==> src/rtl/riscv_memory_pkg.sv <==
// Shared definitions for the memory stage: data width, funct3 and
// result-select encodings, access sizes, FSM states and address helpers.
package riscv_memory_pkg;

    localparam int unsigned XLEN = 32;

    // Load/store funct3 encodings
    localparam logic [2:0] F3_B  = 3'b000;
    localparam logic [2:0] F3_H  = 3'b001;
    localparam logic [2:0] F3_W  = 3'b010;
    localparam logic [2:0] F3_BU = 3'b100;
    localparam logic [2:0] F3_HU = 3'b101;

    // Access size carried in funct3[1:0]
    localparam logic [1:0] SZ_B = 2'b00;
    localparam logic [1:0] SZ_H = 2'b01;
    localparam logic [1:0] SZ_W = 2'b10;

    // Write-back result select
    localparam logic [1:0] RES_ALU  = 2'd0;
    localparam logic [1:0] RES_LOAD = 2'd1;
    localparam logic [1:0] RES_PC4  = 2'd2;

    typedef enum logic [1:0] {
        ST_IDLE = 2'd0,
        ST_REQ  = 2'd1,
        ST_RESP = 2'd2
    } mem_state_e;

    // Clear the address bits below the natural alignment of the access size
    function automatic logic [XLEN-1:0] align_addr(input logic [1:0] size,
                                                   input logic [XLEN-1:0] addr);
        case (size)
            SZ_H:    return {addr[XLEN-1:1], 1'b0};
            SZ_W:    return {addr[XLEN-1:2], 2'b00};
            default: return addr;
        endcase
    endfunction

    // True when a halfword or word access is not naturally aligned
    function automatic logic size_misaligned(input logic [1:0] size,
                                             input logic [1:0] offset);
        return ((size == SZ_H) && offset[0]) ||
               ((size == SZ_W) && (offset != 2'b00));
    endfunction

endpackage

==> src/rtl/riscv_memory_lsu_align.sv <==
// Byte-lane steering for stores and lane extraction/extension for loads.
module riscv_lsu_align
    import riscv_memory_pkg::*;
(
    input  logic [2:0]      funct3,
    input  logic [1:0]      offset,
    input  logic [XLEN-1:0] store_data,
    input  logic [XLEN-1:0] bus_rdata,
    output logic [XLEN-1:0] bus_wdata,
    output logic [3:0]      bus_be,
    output logic [XLEN-1:0] load_data
);

    logic [XLEN-1:0] shifted;

    // Replicate store data across lanes and pick byte enables by size/offset
    always_comb begin
        bus_wdata = store_data;
        bus_be    = 4'b1111;
        case (funct3[1:0])
            SZ_B: begin
                bus_wdata = {4{store_data[7:0]}};
                bus_be    = 4'b0001 << offset;
            end
            SZ_H: begin
                bus_wdata = {2{store_data[15:0]}};
                bus_be    = offset[1] ? 4'b1100 : 4'b0011;
            end
            default: ;
        endcase
    end

    assign shifted = bus_rdata >> {offset, 3'b000};

    // Extract the addressed lane and sign- or zero-extend it
    always_comb begin
        load_data = shifted;
        case (funct3)
            F3_B:    load_data = {{(XLEN-8){shifted[7]}}, shifted[7:0]};
            F3_H:    load_data = {{(XLEN-16){shifted[15]}}, shifted[15:0]};
            F3_BU:   load_data = {{(XLEN-8){1'b0}}, shifted[7:0]};
            F3_HU:   load_data = {{(XLEN-16){1'b0}}, shifted[15:0]};
            F3_W:    load_data = bus_rdata;
            default: ;
        endcase
    end

endmodule

==> src/rtl/riscv_memory.sv <==
// Pipeline memory stage: data-bus request/response FSM with timeout abort,
// stall generation and the M/W pipeline register.
// Optional build macro RISCV_MEM_MISALIGN_CHK_EN: misaligned half/word
// accesses are trapped locally instead of being issued with the address
// rounded down to the access size.
module riscv_memory
    import riscv_memory_pkg::*;
#(
    parameter int unsigned TIMEOUT_CYCLES = 16
) (
    input  logic            i_clk,
    input  logic            i_rst,
    input  logic            i_valid_m,
    input  logic            i_reg_write_m,
    input  logic [1:0]      i_result_src_m,
    input  logic            i_mem_write_m,
    input  logic            i_mem_read_m,
    input  logic [2:0]      i_funct3_m,
    input  logic [XLEN-1:0] i_alu_result_m,
    input  logic [XLEN-1:0] i_write_data_m,
    input  logic [4:0]      i_rd_m,
    input  logic [XLEN-1:0] i_pc_plus_4m,
    output logic            o_dbus_req,
    output logic            o_dbus_we,
    output logic [XLEN-1:0] o_dbus_addr,
    output logic [XLEN-1:0] o_dbus_wdata,
    output logic [3:0]      o_dbus_be,
    input  logic            i_dbus_gnt,
    input  logic            i_dbus_rvalid,
    input  logic [XLEN-1:0] i_dbus_rdata,
    input  logic            i_dbus_err,
    output logic            o_stall_m,
    output logic            o_valid_w,
    output logic            o_reg_write_w,
    output logic [1:0]      o_result_src_w,
    output logic [XLEN-1:0] o_alu_result_w,
    output logic [XLEN-1:0] o_read_data_w,
    output logic [4:0]      o_rd_w,
    output logic [XLEN-1:0] o_pc_plus_4w,
    output logic            o_bus_err_w,
    output logic            o_misalign_w
);

    localparam int unsigned CNT_W = $clog2(TIMEOUT_CYCLES + 1);

    mem_state_e      state;
    logic [CNT_W-1:0] cnt;
    logic            mem_op;
    logic            misaligned;
    logic            bus_op;
    logic            timeout;
    logic            complete;
    logic            err;
    logic [XLEN-1:0] load_data;

    assign mem_op = i_valid_m & (i_mem_read_m | i_mem_write_m);

`ifdef RISCV_MEM_MISALIGN_CHK_EN
    assign misaligned = mem_op & size_misaligned(i_funct3_m[1:0], i_alu_result_m[1:0]);
`else
    assign misaligned = 1'b0;
`endif

    assign bus_op      = mem_op & ~misaligned;
    assign o_dbus_we   = i_mem_write_m;
    assign o_dbus_addr = align_addr(i_funct3_m[1:0], i_alu_result_m);

    riscv_lsu_align u_align (
        .funct3     (i_funct3_m),
        .offset     (o_dbus_addr[1:0]),
        .store_data (i_write_data_m),
        .bus_rdata  (i_dbus_rdata),
        .bus_wdata  (o_dbus_wdata),
        .bus_be     (o_dbus_be),
        .load_data  (load_data)
    );

    // Bus request, stall and completion qualifiers for the current cycle
    always_comb begin
        timeout    = (state != ST_IDLE) && (cnt == CNT_W'(TIMEOUT_CYCLES - 1));
        o_dbus_req = 1'b0;
        o_stall_m  = 1'b0;
        complete   = 1'b0;
        err        = 1'b1;
        case (state)
            ST_IDLE: begin
                o_dbus_req = bus_op;
                o_stall_m  = bus_op;
            end
            ST_REQ: begin
                o_dbus_req = ~timeout;
                o_stall_m  = ~timeout;
                complete   = timeout;
            end
            ST_RESP: begin
                o_stall_m = ~(i_dbus_rvalid | timeout);
                complete  = i_dbus_rvalid | timeout;
                err       = i_dbus_rvalid ? i_dbus_err : 1'b1;
            end
            default: ;
        endcase
    end

    // Access FSM and progress timeout counter
    always_ff @(posedge i_clk) begin
        if (i_rst) begin
            state <= ST_IDLE;
            cnt   <= '0;
        end else begin
            case (state)
                ST_IDLE: begin
                    if (bus_op) begin
                        cnt   <= '0;
                        state <= i_dbus_gnt ? ST_RESP : ST_REQ;
                    end
                end
                ST_REQ: begin
                    if (timeout) begin
                        state <= ST_IDLE;
                    end else begin
                        cnt <= cnt + CNT_W'(1);
                        if (i_dbus_gnt) state <= ST_RESP;
                    end
                end
                ST_RESP: begin
                    if (complete) state <= ST_IDLE;
                    else          cnt   <= cnt + CNT_W'(1);
                end
                default: state <= ST_IDLE;
            endcase
        end
    end

    // M/W register: pass-through, bus completion, or bubble while stalled
    always_ff @(posedge i_clk) begin
        if (i_rst || (state == ST_IDLE ? bus_op : !complete)) begin
            o_valid_w      <= 1'b0;
            o_reg_write_w  <= 1'b0;
            o_result_src_w <= '0;
            o_alu_result_w <= '0;
            o_read_data_w  <= '0;
            o_rd_w         <= '0;
            o_pc_plus_4w   <= '0;
            o_bus_err_w    <= 1'b0;
            o_misalign_w   <= 1'b0;
        end else begin
            o_valid_w      <= complete | i_valid_m;
            o_result_src_w <= i_result_src_m;
            o_alu_result_w <= i_alu_result_m;
            o_rd_w         <= i_rd_m;
            o_pc_plus_4w   <= i_pc_plus_4m;
            if (complete) begin
                o_reg_write_w <= i_reg_write_m & ~err;
                o_read_data_w <= load_data;
                o_bus_err_w   <= err;
                o_misalign_w  <= 1'b0;
            end else begin
                o_reg_write_w <= i_valid_m & i_reg_write_m & ~misaligned;
                o_read_data_w <= '0;
                o_bus_err_w   <= 1'b0;
                o_misalign_w  <= misaligned;
            end
        end
    end

endmodule

==> config.mk <==
export PLATFORM = sky130hd
export DESIGN_NAME = riscv_memory
export DESIGN_NICKNAME = d
export VERILOG_FILES = /design/src/rtl/riscv_memory_pkg.sv /design/src/rtl/riscv_memory_lsu_align.sv /design/src/rtl/riscv_memory.sv
export SDC_FILE = /design/constraint.sdc
export NUM_CORES = 1
export LEC_CHECK = 0
export BUFFER_PORTS_ARGS = -buffer_cell sky130_fd_sc_hd__clkbuf_2
export CAP_MARGIN = 40
export CORE_AREA = 2 2 127 129
export DETAILED_ROUTE_END_ITERATION = 6
export DIE_AREA = 0 0 129 131
export GPL_TIMING_DRIVEN = 0
export HOLD_SLACK_MARGIN = 0.15
export PLACE_DENSITY = 0.69
export RECOVER_POWER = 50
export SLEW_MARGIN = 20
export SYNTH_ARGS = -nofsm -noshare
export SYNTH_HDL_FRONTEND = slang
export SYNTH_SLANG_ARGS = --single-unit
==> constraint.sdc <==
create_clock -name i_clk -period 2.2 [get_ports i_clk]
set_input_delay 0.44 -clock i_clk [delete_from_list [all_inputs] [get_ports i_clk]]
set_output_delay 0.44 -clock i_clk [all_outputs]
set_load 0.005 [all_outputs]
==> results of run 1 <==
## layer usage
layer	vias up	part of all wire, %	track usage (%)
met2	231	51	30.59
met5	-	0	0
met4	0	2.0	8.248
li1	2322	-	-
met3	23	6.3	4.112
met1	2220	41	21.14
## cells by family after synthesis
group	share of synthesized area, %
buffers and inverters	9.874
adders and majority gates	2.578
other	0.07727
muxes	7.476
xor gates and xnor gates	0.5415
AOI/OAI and AO/OA	16.35
DFF	46.61
and+or+nand+nor	16.50
## how the worst max path moves through the flow
stage | to | slack (ns)
3_3_place_gp | o_pc_plus_4w[6] | -0.75
2_1_floorplan | o_read_data_w[23] | 0.04
5_1_grt | o_stall_m | -0.22
4_1_cts | o_stall_m | -0.05
6_report | o_stall_m | -0.1
3_5_place_dp | o_read_data_w[22] | -0.50
## worst reg2reg max path: stages, from the launching register on
cell and delay [ns]:
dfxtp_2 0.34, ha_4 0.16, and3_4 0.18, ha_4 0.16
nor2b_2 0.17, a221oi_1 0.59, nand2_1 0.25, mux2i_1 0.21
nor2_1 0.05
## cells in the mapped netlist (all sizes together), types with 9 or more instances
| master | instances |
|---|---|
| clkbuf | 16 |
| and2 | 71 |
| dfxtp | 113 |
| ha | 10 |
| mux2i | 10 |
| buf | 49 |
| a21oi | 30 |
| nor2 | 23 |
| nand2 | 32 |
| inv | 12 |
| a22oi | 31 |
| mux2 | 9 |
## layout make-up
type | instances | area [um2]
Antenna cell | 1 | 2.502
Buffer | 64 | 466.7
Clock buffer | 17 | 425.4
Clock inverter | 15 | 196.4
Fill cell | 1557 | 8177
Inverter | 12 | 47.55
Multi-Input combinational cell | 290 | 2178
Sequential cell | 113 | 2266
Tap cell | 216 | 270.3
Timing Repair Buffer | 332 | 1568
## power by group
| part | leakage [nW] | total [mW] | switching (mW) | internal, mW |
|---|---|---|---|---|
| Clock | 0.302 | 2.87 | 1.06 | 1.82 |
| Combinational | 2.26 | 1.18 | 0.596 | 0.584 |
| Sequential | 0.923 | 2.23 | 0.0475 | 2.19 |
| Total | 3.48 | 6.29 | 1.70 | 4.59 |
## what timing repair did
action / in CTS / in global routing
hold endpoints to repair: 0 / 0
buffers inserted: 9 / 1
endpoints found under the setup margin: 125 / 121
pin swaps: 5 / 4
resized for setup: 30 / 11
## sequential cells by signal, summed over array words and instances, names as in the netlist
| register | flops |
|---|---|
| o_alu_result_w | 32 |
| o_pc_plus_4w | 32 |
| o_read_data_w | 32 |
| cnt | 5 |
| o_rd_w | 5 |
| o_result_src_w | 2 |
| state | 2 |
| o_bus_err_w | 1 |
| o_reg_write_w | 1 |
| o_valid_w | 1 |
## through the flow
stage               total power, mW  instances  setup TNS, ns
floorplan                     2.868        480              0
CTS                           6.364       1058       -0.06269
finish                        6.287       1060        -0.1718
global placement              3.378       1018         -54.07
global route                  6.568       1059        -0.6792
detailed placement            3.392       1018         -30.30
==> summary.txt, run 1 <==
Yosys
  • Synth Cell Area: 0.004853 mm2
  • Yosys reg bits: 113
  • Syn_area_per_cell: between 10 and 15 um2
  • Post-synthesis sequential area ratio: between 40% and 50%
  • Yosys top cell area share: between 40% and 50%
  • Mapped Nets: 637
  • Cell taking the most area after synthesis: dfxtp_1
  • Warning count from the yosys run: 0
  • Yosys cell types: 53
  • Async SR Flop Fraction: 0%
  • Mapped Cells: 480
  • Synth Flop Type: dfxtp_1
  • Synth top area cells: dfxtp_1, and2_1, buf_4
  • Number of synthesized flops with an enable pin: 0

Route
  • Drt first pass iters: 4
  • DR vias/cell: 4.525
  • Post-Route WL: roughly 16000 um
  • Residual DRC: 0
  • Average wire per standard cell: between 15 and 20 um
  • Initial DRC Count: 284
  • Routed Antenna Nets: 0
  • Via Count: 4796

Timing
  • Tcrit/Tclk final: 104.5%
  • Hold_ws: 0.2204 ns
  • RSZ-0062 raised after global routing: yes
  • Hold Vio Cnt, Final: 0
  • FMAX: 435.0 MHz
  • Final setup viols: 3
  • Worst clock skew: 0.01191 ns
  • Period minus WS final: 2.299 ns
  • Slew Limit Fails: 0
  • Worst-margin pin slew: between 0.7 and 0.8 ns
  • Relative slew slack: 50.19%
  • Setup ws final: -0.09877 ns

Clocking
  • CTS tree: done
  • Clock Tree Buf Depth: 2
  • H-tree levels: 4
  • Num CTS Buffers: 17
  • TritonCTS Sinks: 113
  • Root buf cell: clkbuf_16
  • Hold buffer count at cts: 0
  • Clock-pin slew on the worst setup and hold paths: 0.06 ns
  • Clk_lat worst skew: between 0.4 and 0.5 ns

Min path
  • Hold EP: o_pc_plus_4w[14]
  • Hold wc startpoint: i_pc_plus_4m[14]
  • Worst hold path type: input pin to flop
  • WHS Path Cells: 2

GRT
  • Number of global-route vias before repair: between 4000 and 5000
  • Initial antenna violation count: 0
  • GRT Overall Usage: 17.78%
  • Largest net degree at the start of global routing: 17
  • First-pass GRT wire length: 22830 um
  • Overflow after GRT: 0

Critical path
  • CP max FO: 3
  • Crit-path max cell delay: 0.36 ns
  • Delay-heaviest family, CP: compound AO/OA/AOI/OAI gates
  • R2r endpoint: cnt[4]
  • Critical-path cell list: ha_4, and3_4, ha_4, inv_2, a21o_1, o21a_1, a21oi_1, nor2_1, buf_2
  • Startpoint Class: flop
  • Crit-path slowest cell: dfxtp_2
  • Reg2reg setup slack: -0.03 ns
  • R2R Path Start: cnt[1]
  • Most common cell on crit path: ha_4
  • Reg2Reg Depth: 8
  • Buffer and inverter count on the worst path: 2
  • Setup CP Type: flop to output port
  • CP startpoint: cnt[1]
  • Critical path arrival: 1.86 ns
  • Worst EP required: between 1.5 and 2 ns
  • Cell count along the critical path: 9
  • Crit. End Element: output port

Placement
  • DP Worst Slack: -0.5025 ns
  • Final HPWL DP: 12490 um
  • Post-DP Area: between 0.006 and 0.007 mm2
  • Placer Congestion: about 0.86
  • Port buffer count: roughly 320

Final layout
  • Commonest non-fill, non-tap cell in the layout: clkbuf_2
  • Most frequent cells in the layout: clkbuf_2, clkbuf_1, dfxtp_1
  • Area Overhead vs Synth: 52.90%
  • Post-route cell area: 0.007421 mm2
  • Layout Utilization: 47.58%
  • Share of layout cells above drive strength 1: 42.82%
  • Nets: ~990

Floorplanning
  • Core Area: 0.01560 mm2
  • Num rows: 46
  • Num ports: 325
  • DIE AREA: 0.01690 mm2
  • Die Ht: 131 um
  • Die X: 129 um
  • Initial Util: 31.12%

Status
  • Status: finished with violations
  • Failing checks: negative setup slack

Power and ir drop
  • Power per cell area: 847.2 mW/mm2
  • VDD IR max: 0.0005198 V
  • Leakage power: 3.482 nW

Job
  • Max Cap Viol: 0
Power figures use the tool's default switching activity.
==> run 2: changes to the inputs <==
CORE_AREA = 2 2 128 130   (was 2 2 127 129)
CTS_BUF_LIST = sky130_fd_sc_hd__clkbuf_4 sky130_fd_sc_hd__clkbuf_8   (was unset)
DIE_AREA = 0 0 130 132   (was 0 0 129 131)
HOLD_SLACK_MARGIN = unset   (was 0.15)
PLACE_DENSITY = 0.66   (was 0.69)
clock period = 3 ns   (was 2.2 ns; I/O delays follow)
==> summary.txt, run 2 (same netlist as run 1, synthesis figures left out) <==
Route
  • Routed Antenna Nets: 0 (unchanged)
  • Drt first pass iters: 4 (unchanged)
  • Via Count: 4683 (-2.4%)
  • Initial DRC Count: 152 (-46%)
  • Average wire per standard cell: 15.39 um (+1.1%)
  • Residual DRC: 0 (unchanged)
  • Post-Route WL: 16160 um (+0.13%)
  • DR vias/cell: 4.460 (-1.4%)

Clocking
  • Clock Tree Buf Depth: 2 (unchanged)
  • H-tree levels: 4 (unchanged)
  • CTS tree: done
  • Clk_lat worst skew: 0.44 ns (+0.03 ns)
  • TritonCTS Sinks: 113 (unchanged)
  • Hold buffer count at cts: 0 (unchanged)
  • Post-CTS setup buffer count: 0 (-9)
  • Num CTS Buffers: 17 (unchanged)
  • Clock-pin slew on the worst setup and hold paths: 0.08 ns (+0.02 ns)
  • Gates resized, CTS repair: 0 (-100%)
  • Root buf cell: clkbuf_8

Job
  • Max Cap Viol: 0 (unchanged)

Critical path
  • Reg2Reg Depth: 9 (+1)
  • Critical-path cell list: clkbuf_2, inv_1, ha_1, clkbuf_1, buf_1, a22oi_1, nand2_1, clkbuf_2
  • CP startpoint: i_funct3_m[1]
  • R2R Path Start: state[0]
  • CP max FO: 10 (+7)
  • Crit-path slowest cell: buf_1
  • Setup CP Type: input pin to output port
  • Crit. End Element: output port
  • Startpoint Class: input pin
  • Most common cell on crit path: clkbuf_2
  • Worst EP required: 2.40 ns (+0.64 ns)
  • Critical path arrival: 2.26 ns (+0.40 ns)
  • Crit-path max cell delay: 0.43 ns (+0.07 ns)

Final layout
  • Area Overhead vs Synth: 43.80%
  • Most frequent cells in the layout: clkbuf_2, clkbuf_1, dfxtp_1
  • Biggest regs: o_alu_result_w x32, o_pc_plus_4w x32, o_read_data_w x32
  • Post-route cell area: 0.006979 mm2 (-6.0%)
  • Commonest non-fill, non-tap cell in the layout: clkbuf_2
  • Ant. Diodes: 0 (-1)
  • Share of layout cells above drive strength 1: 38.13% (-4.7 points)
  • Nets: 978 (-0.91%)

Min path
  • Hold wc startpoint: i_pc_plus_4m[16]
  • Worst hold path type: input pin to flop
  • WHS Path Cells: 2 (unchanged)

Timing
  • Worst-margin pin slew: 0.7764 ns (+0.03082 ns)
  • FMAX: 350.2 MHz
  • RSZ-0062 raised after global routing: no
  • Relative slew slack: 48.24% (-2.0 points)
  • Hold Vio Cnt, Final: 0 (unchanged)
  • Hold_ws: 0.3477 ns (+0.1273 ns)
  • Tcrit/Tclk final: between 90% and 100%
  • Slew Limit Fails: 0 (unchanged)
  • Period minus WS final: 2.855 ns
  • Final setup viols: 0 (-3)
  • Worst clock skew: 0.01050 ns (-0.001413 ns)

Placement
  • Final HPWL DP: 13090 um (+4.8%)
  • Post-DP Area: 0.006743 mm2 (-0.13%)
  • Placer Congestion: 0.8028 (-6.1%)
  • Port buffer count: 322 (unchanged)

GRT
  • First-pass GRT wire length: 24000 um (+5.1%)
  • Largest net degree at the start of global routing: 20 (+3)
  • Overflow after GRT: 0 (unchanged)
  • Number of global-route vias before repair: 4557 (+3.8%)
  • Initial antenna violation count: 0 (unchanged)
  • GRT Overall Usage: 18.37% (+0.59 points)

Power and ir drop
  • Sw Share: 28.92% (+1.9 points)
  • Clk pwr share: 36.8% (-8.9 points)
  • Combinational group share of total power: 20.7% (+1.9 points)
  • Pint: 2.732 mW (-40%)
  • VDD IR max: 0.0002318 V (-55%)
  • P_sw: 1.112 mW (-35%)
  • Power per cell area: 550.8 mW/mm2 (-35%)
  • Sequential power share: 42.5% (+7.0 points)
  • Leakage power: 3.249 nW (-6.7%)

Floorplanning
  • Core Area: 0.01571 mm2 (+0.74%)
  • Num ports: 325 (unchanged)
  • DIE AREA: 0.01716 mm2 (+1.5%)
  • Initial Util: 30.89% (-0.23 points)
  • Die X: 130 um (+0.78%)
  • Num rows: 46 (unchanged)
  • Die Ht: 132 um (+0.76%)

Status
  • Status: finished, final reports clean
run 2: final cells by class:
| cell class | instances | area (um2) |
|---|---|---|
| fillers | 1646 | 8733 |
| flip-flops and latches | 113 | 2262 |
| multi-input cells | 290 | 2112 |
| repair buffers | 323 | 1473 |
| plain buffers | 64 | 430.4 |
| well taps | 216 | 270.3 |
| clock buffers | 19 | 249.0 |
| clock inverters | 13 | 137.6 |
| inverters | 12 | 45.04 |
run 2: metrics by stage:
| stage | utilization, % | setup TNS [ns] | cells | worst slack (ns) | power [mW] |
|---|---|---|---|---|---|
| 2_1_floorplan | - | 0 | 480 | 0.5015 | 2.100 |
| 3_3_place_gp | 42.87 | -0.004015 | 1018 | -0.004015 | 2.486 |
| 3_5_place_dp | 42.91 | -0.006872 | 1019 | -0.006872 | 2.491 |
| 4_1_cts | 45.35 | 0 | 1050 | 0.1578 | 3.915 |
| 5_1_grt | 44.42 | 0 | 1050 | 0.02339 | 4.062 |
| 6_report | 44.42 | 0 | 1050 | 0.1447 | 3.844 |
run 2: routing by layer:
| layer | wire [um] | part of all wire (%) | track usage (%) | vias up |
|---|---|---|---|---|
| li1 | - | - | - | 2292 |
| met5 | 0 | 0 | 0 | - |
| met3 | 1355 | 8.4 | 6.209 | 28 |
| met1 | 6481 | 40 | 21.16 | 2148 |
| met2 | 7915 | 49 | 30.72 | 215 |
| met4 | 408 | 2.5 | 8.005 | 0 |
run 2: path summary, 6_finish.rpt:
kind | to | slack [ns]
max | o_dbus_wdata[30] | 0.14
max reg2reg | o_pc_plus_4w[7] | 0.50
min | o_pc_plus_4w[16] | 0.35
min reg2reg | cnt[1] | 0.50
run 2: power by group through the flow:
stage                     registers, mW  logic (mW)  clock network, mW
after floorplan                    1.68       0.424                  0
after global placement             1.67       0.820                  0
after detailed placement           1.67       0.823                  0
after CTS                          1.63       0.828               1.45
after global routing               1.64       0.883               1.54
final                              1.63       0.797               1.41
run 2: critical path, delay by kind of cell:
kind	cells	cell delay, ns
simple gates	1	0.09
compound gates	1	0.13
fa+ha+maj	1	0.28
buf+inv	5	1.15
==> run 3: changes to the inputs <==
CELL_PAD_IN_SITES_DETAIL_PLACEMENT = 0   (was unset)
CELL_PAD_IN_SITES_GLOBAL_PLACEMENT = 1   (was unset)
CORE_AREA = 2 2 125 127   (was 2 2 128 130)
DIE_AREA = 0 0 127 129   (was 0 0 130 132)
PLACE_DENSITY = 0.91   (was 0.66)
clock period = 3.4 ns   (was 3 ns; I/O delays follow)
==> summary.txt, run 3 (same netlist as run 1, synthesis figures left out) <==
Status
  • Status: finished, final reports clean

Critical path
  • Critical path arrival: 2.45 ns (+0.19 ns)
  • Worst EP required: 2.72 ns (+0.32 ns)
  • Startpoint Class: input pin
  • Crit-path slowest cell: clkbuf_1
  • R2r endpoint: o_pc_plus_4w[6]
  • CP max FO: 10 (unchanged)
  • Reg2Reg Depth: 10 (+1)
  • Crit-path max cell delay: 0.40 ns (-0.03 ns)
  • Reg2reg setup slack: 0.90 ns (+0.40 ns)
  • Setup CP Type: input pin to output port
  • Buffer and inverter count on the worst path: 5 (unchanged)
  • Delay-heaviest family, CP: buffers and inverters
  • Crit. End Element: output port
  • R2R Path Start: cnt[0]
  • Critical-path cell list: clkbuf_2, inv_1, ha_1, buf_2, nor2_4, clkbuf_1, mux2_2, clkbuf_2
  • Most common cell on crit path: clkbuf_2

Timing
  • Worst clock skew: 0.01367 ns (+0.003169 ns)
  • Hold Vio Cnt, Final: 0 (unchanged)
  • Fin Setup TNS: 0 ns (unchanged)
  • Hold_ws: 0.4346 ns (+0.08692 ns)
  • Relative slew slack: 50.71% (+2.5 points)
  • Slew Limit Fails: 0 (unchanged)
  • Period minus WS final: 3.128 ns
  • Tcrit/Tclk final: between 90 and 100%
  • RSZ-0062 raised after global routing: no
  • FMAX: 319.7 MHz
  • Worst-margin pin slew: 0.7366 ns (-0.03988 ns)
  • Final setup viols: 0 (unchanged)
  • Setup ws final: 0.2718 ns (+0.1271 ns)

Final layout
  • Commonest non-fill, non-tap cell in the layout: clkbuf_2
  • Share of layout cells above drive strength 1: 37.96% (-0.17 points)
  • Post-route cell area: 0.006987 mm2 (+0.11%)
  • Biggest regs: o_alu_result_w x32, o_pc_plus_4w x32, o_read_data_w x32
  • Filler cells: 1540 (-6.4%)
  • FF/Latch Area: 0.002262 mm2 (unchanged)
  • Nets: 979 (+0.10%)
  • Ant. Diodes: 0 (unchanged)
  • Area Overhead vs Synth: 43.95%
  • Most frequent cells in the layout: clkbuf_2, clkbuf_1, dfxtp_1
  • Multi-input gate area: 0.002112 mm2 (unchanged)

Placement
  • Placer Congestion: 0.8623 (+7.4%)
  • Post-DP Area: 0.006708 mm2 (-0.52%)
  • Final HPWL DP: 12600 um (-3.7%)
  • DP Worst Slack: 0.2800 ns (+0.2869 ns)
  • Port buffer count: 322 (unchanged)

Route
  • Average wire per standard cell: 15.35 um (-0.27%)
  • Met3 wire len: 1298 um (-4.2%)
  • Top layer in use: met4
  • Metal1 wirelength: 6073 um (-6.3%)
  • Initial DRC Count: 201 (+32%)
  • Residual DRC: 0 (unchanged)
  • Via Count: 4718 (+0.75%)
  • Post-Route WL: 15700 um (-2.8%)
  • Drt first pass iters: 5 (+1)
  • DR vias/cell: 4.612 (+3.4%)
  • Met2 WL: 8097 um (+2.3%)
  • Routed Antenna Nets: 0 (unchanged)

Floorplanning
  • DIE AREA: 0.01638 mm2 (-4.5%)
  • Initial Util: 32.41% (+1.5 points)
  • Die X: 127 um (-2.3%)
  • Core Area: 0.01498 mm2 (-4.7%)
  • Die Ht: 129 um (-2.3%)
  • Num rows: 45 (-2.2%)
  • Num ports: 325 (unchanged)

Clocking
  • Root buf cell: clkbuf_8
  • Num CTS Buffers: 17 (unchanged)
  • Clock Tree Buf Depth: 2 (unchanged)
  • Clock-pin slew on the worst setup and hold paths: 0.08 ns (about the same)
  • TritonCTS Sinks: 113 (unchanged)
  • CTS tree: done
  • H-tree levels: 4 (unchanged)
  • Gates resized, CTS repair: 0 (unchanged)
  • Clk_lat worst skew: 0.44 ns (about the same)
  • Post-CTS setup buffer count: 0 (unchanged)
  • Hold buffer count at cts: 0 (unchanged)

GRT
  • Overflow after GRT: 0 (unchanged)
  • Initial antenna violation count: 0 (unchanged)
  • Number of global-route vias before repair: 4607 (+1.1%)
  • GRT Overall Usage: 18.55% (+0.18 points)
  • First-pass GRT wire length: 23480 um (-2.2%)
  • Largest net degree at the start of global routing: 17 (-15%)

Min path
  • Hold wc startpoint: i_pc_plus_4m[0]
  • Hold EP: o_pc_plus_4w[0]
  • Worst hold path type: input pin to flop
  • WHS Path Cells: 2 (unchanged)

Power and ir drop
  • Power per cell area: 501.3 mW/mm2 (-9.0%)
  • Leakage power: 3.274 nW (+0.77%)
  • VDD IR max: 0.0001973 V (-15%)

Job
  • Max Cap Viol: 0 (unchanged)
[run 3: changes by cell type in the layout (fill, tap and decap cells not counted), sizes merged]
| cell | before | now |
|---|---|---|
| buf | 47 | 51 |
| bufinv | 2 | 3 |
| clkbuf | 359 | 355 |
| clkinv | 3 | 4 |
| clkinvlp | 6 | 3 |
| inv | 14 | 16 |
[run 3: how the worst max path moves through the flow]
stage,startpoint,end,depth (start not counted)
5_1_grt,i_funct3_m[1],o_dbus_wdata[23],8
6_report,i_funct3_m[1],o_dbus_wdata[23],8
3_5_place_dp,i_funct3_m[1],o_dbus_wdata[23],8
2_1_floorplan,i_funct3_m[1],o_dbus_wdata[22],6
4_1_cts,i_funct3_m[1],o_dbus_wdata[23],8
3_3_place_gp,i_funct3_m[1],o_dbus_wdata[23],8
[run 3: routing by layer]
layer,vias to the layer above,track usage (%)
met1,2152,21.06
met5,-,0
met4,0,7.498
li1,2305,-
met2,241,32.54
met3,20,5.821
[run 3: where the power goes]
part	switching [mW]	internal (mW)
clock network	0.608	0.754
logic	0.363	0.335
registers	0.0300	1.41
total	1.00	2.50
[run 3: per-stage QoR]
stage	cells	power, mW	utilization [%]
global route	1023	3.692	46.65
detailed placement	991	2.194	44.79
global placement	990	2.184	44.74
finish	1023	3.502	46.65
CTS	1023	3.566	47.64
floorplan	480	1.853	-
[run 3: area by class of cell]
cell class	count	area share (%)
clock buffers	18	3.546
multi-input cells	290	30.23
well taps	188	3.367
plain buffers	65	6.214
inverters	12	0.6447
repair buffers	323	21.06
clock inverters	14	2.561
flip-flops and latches	113	32.38
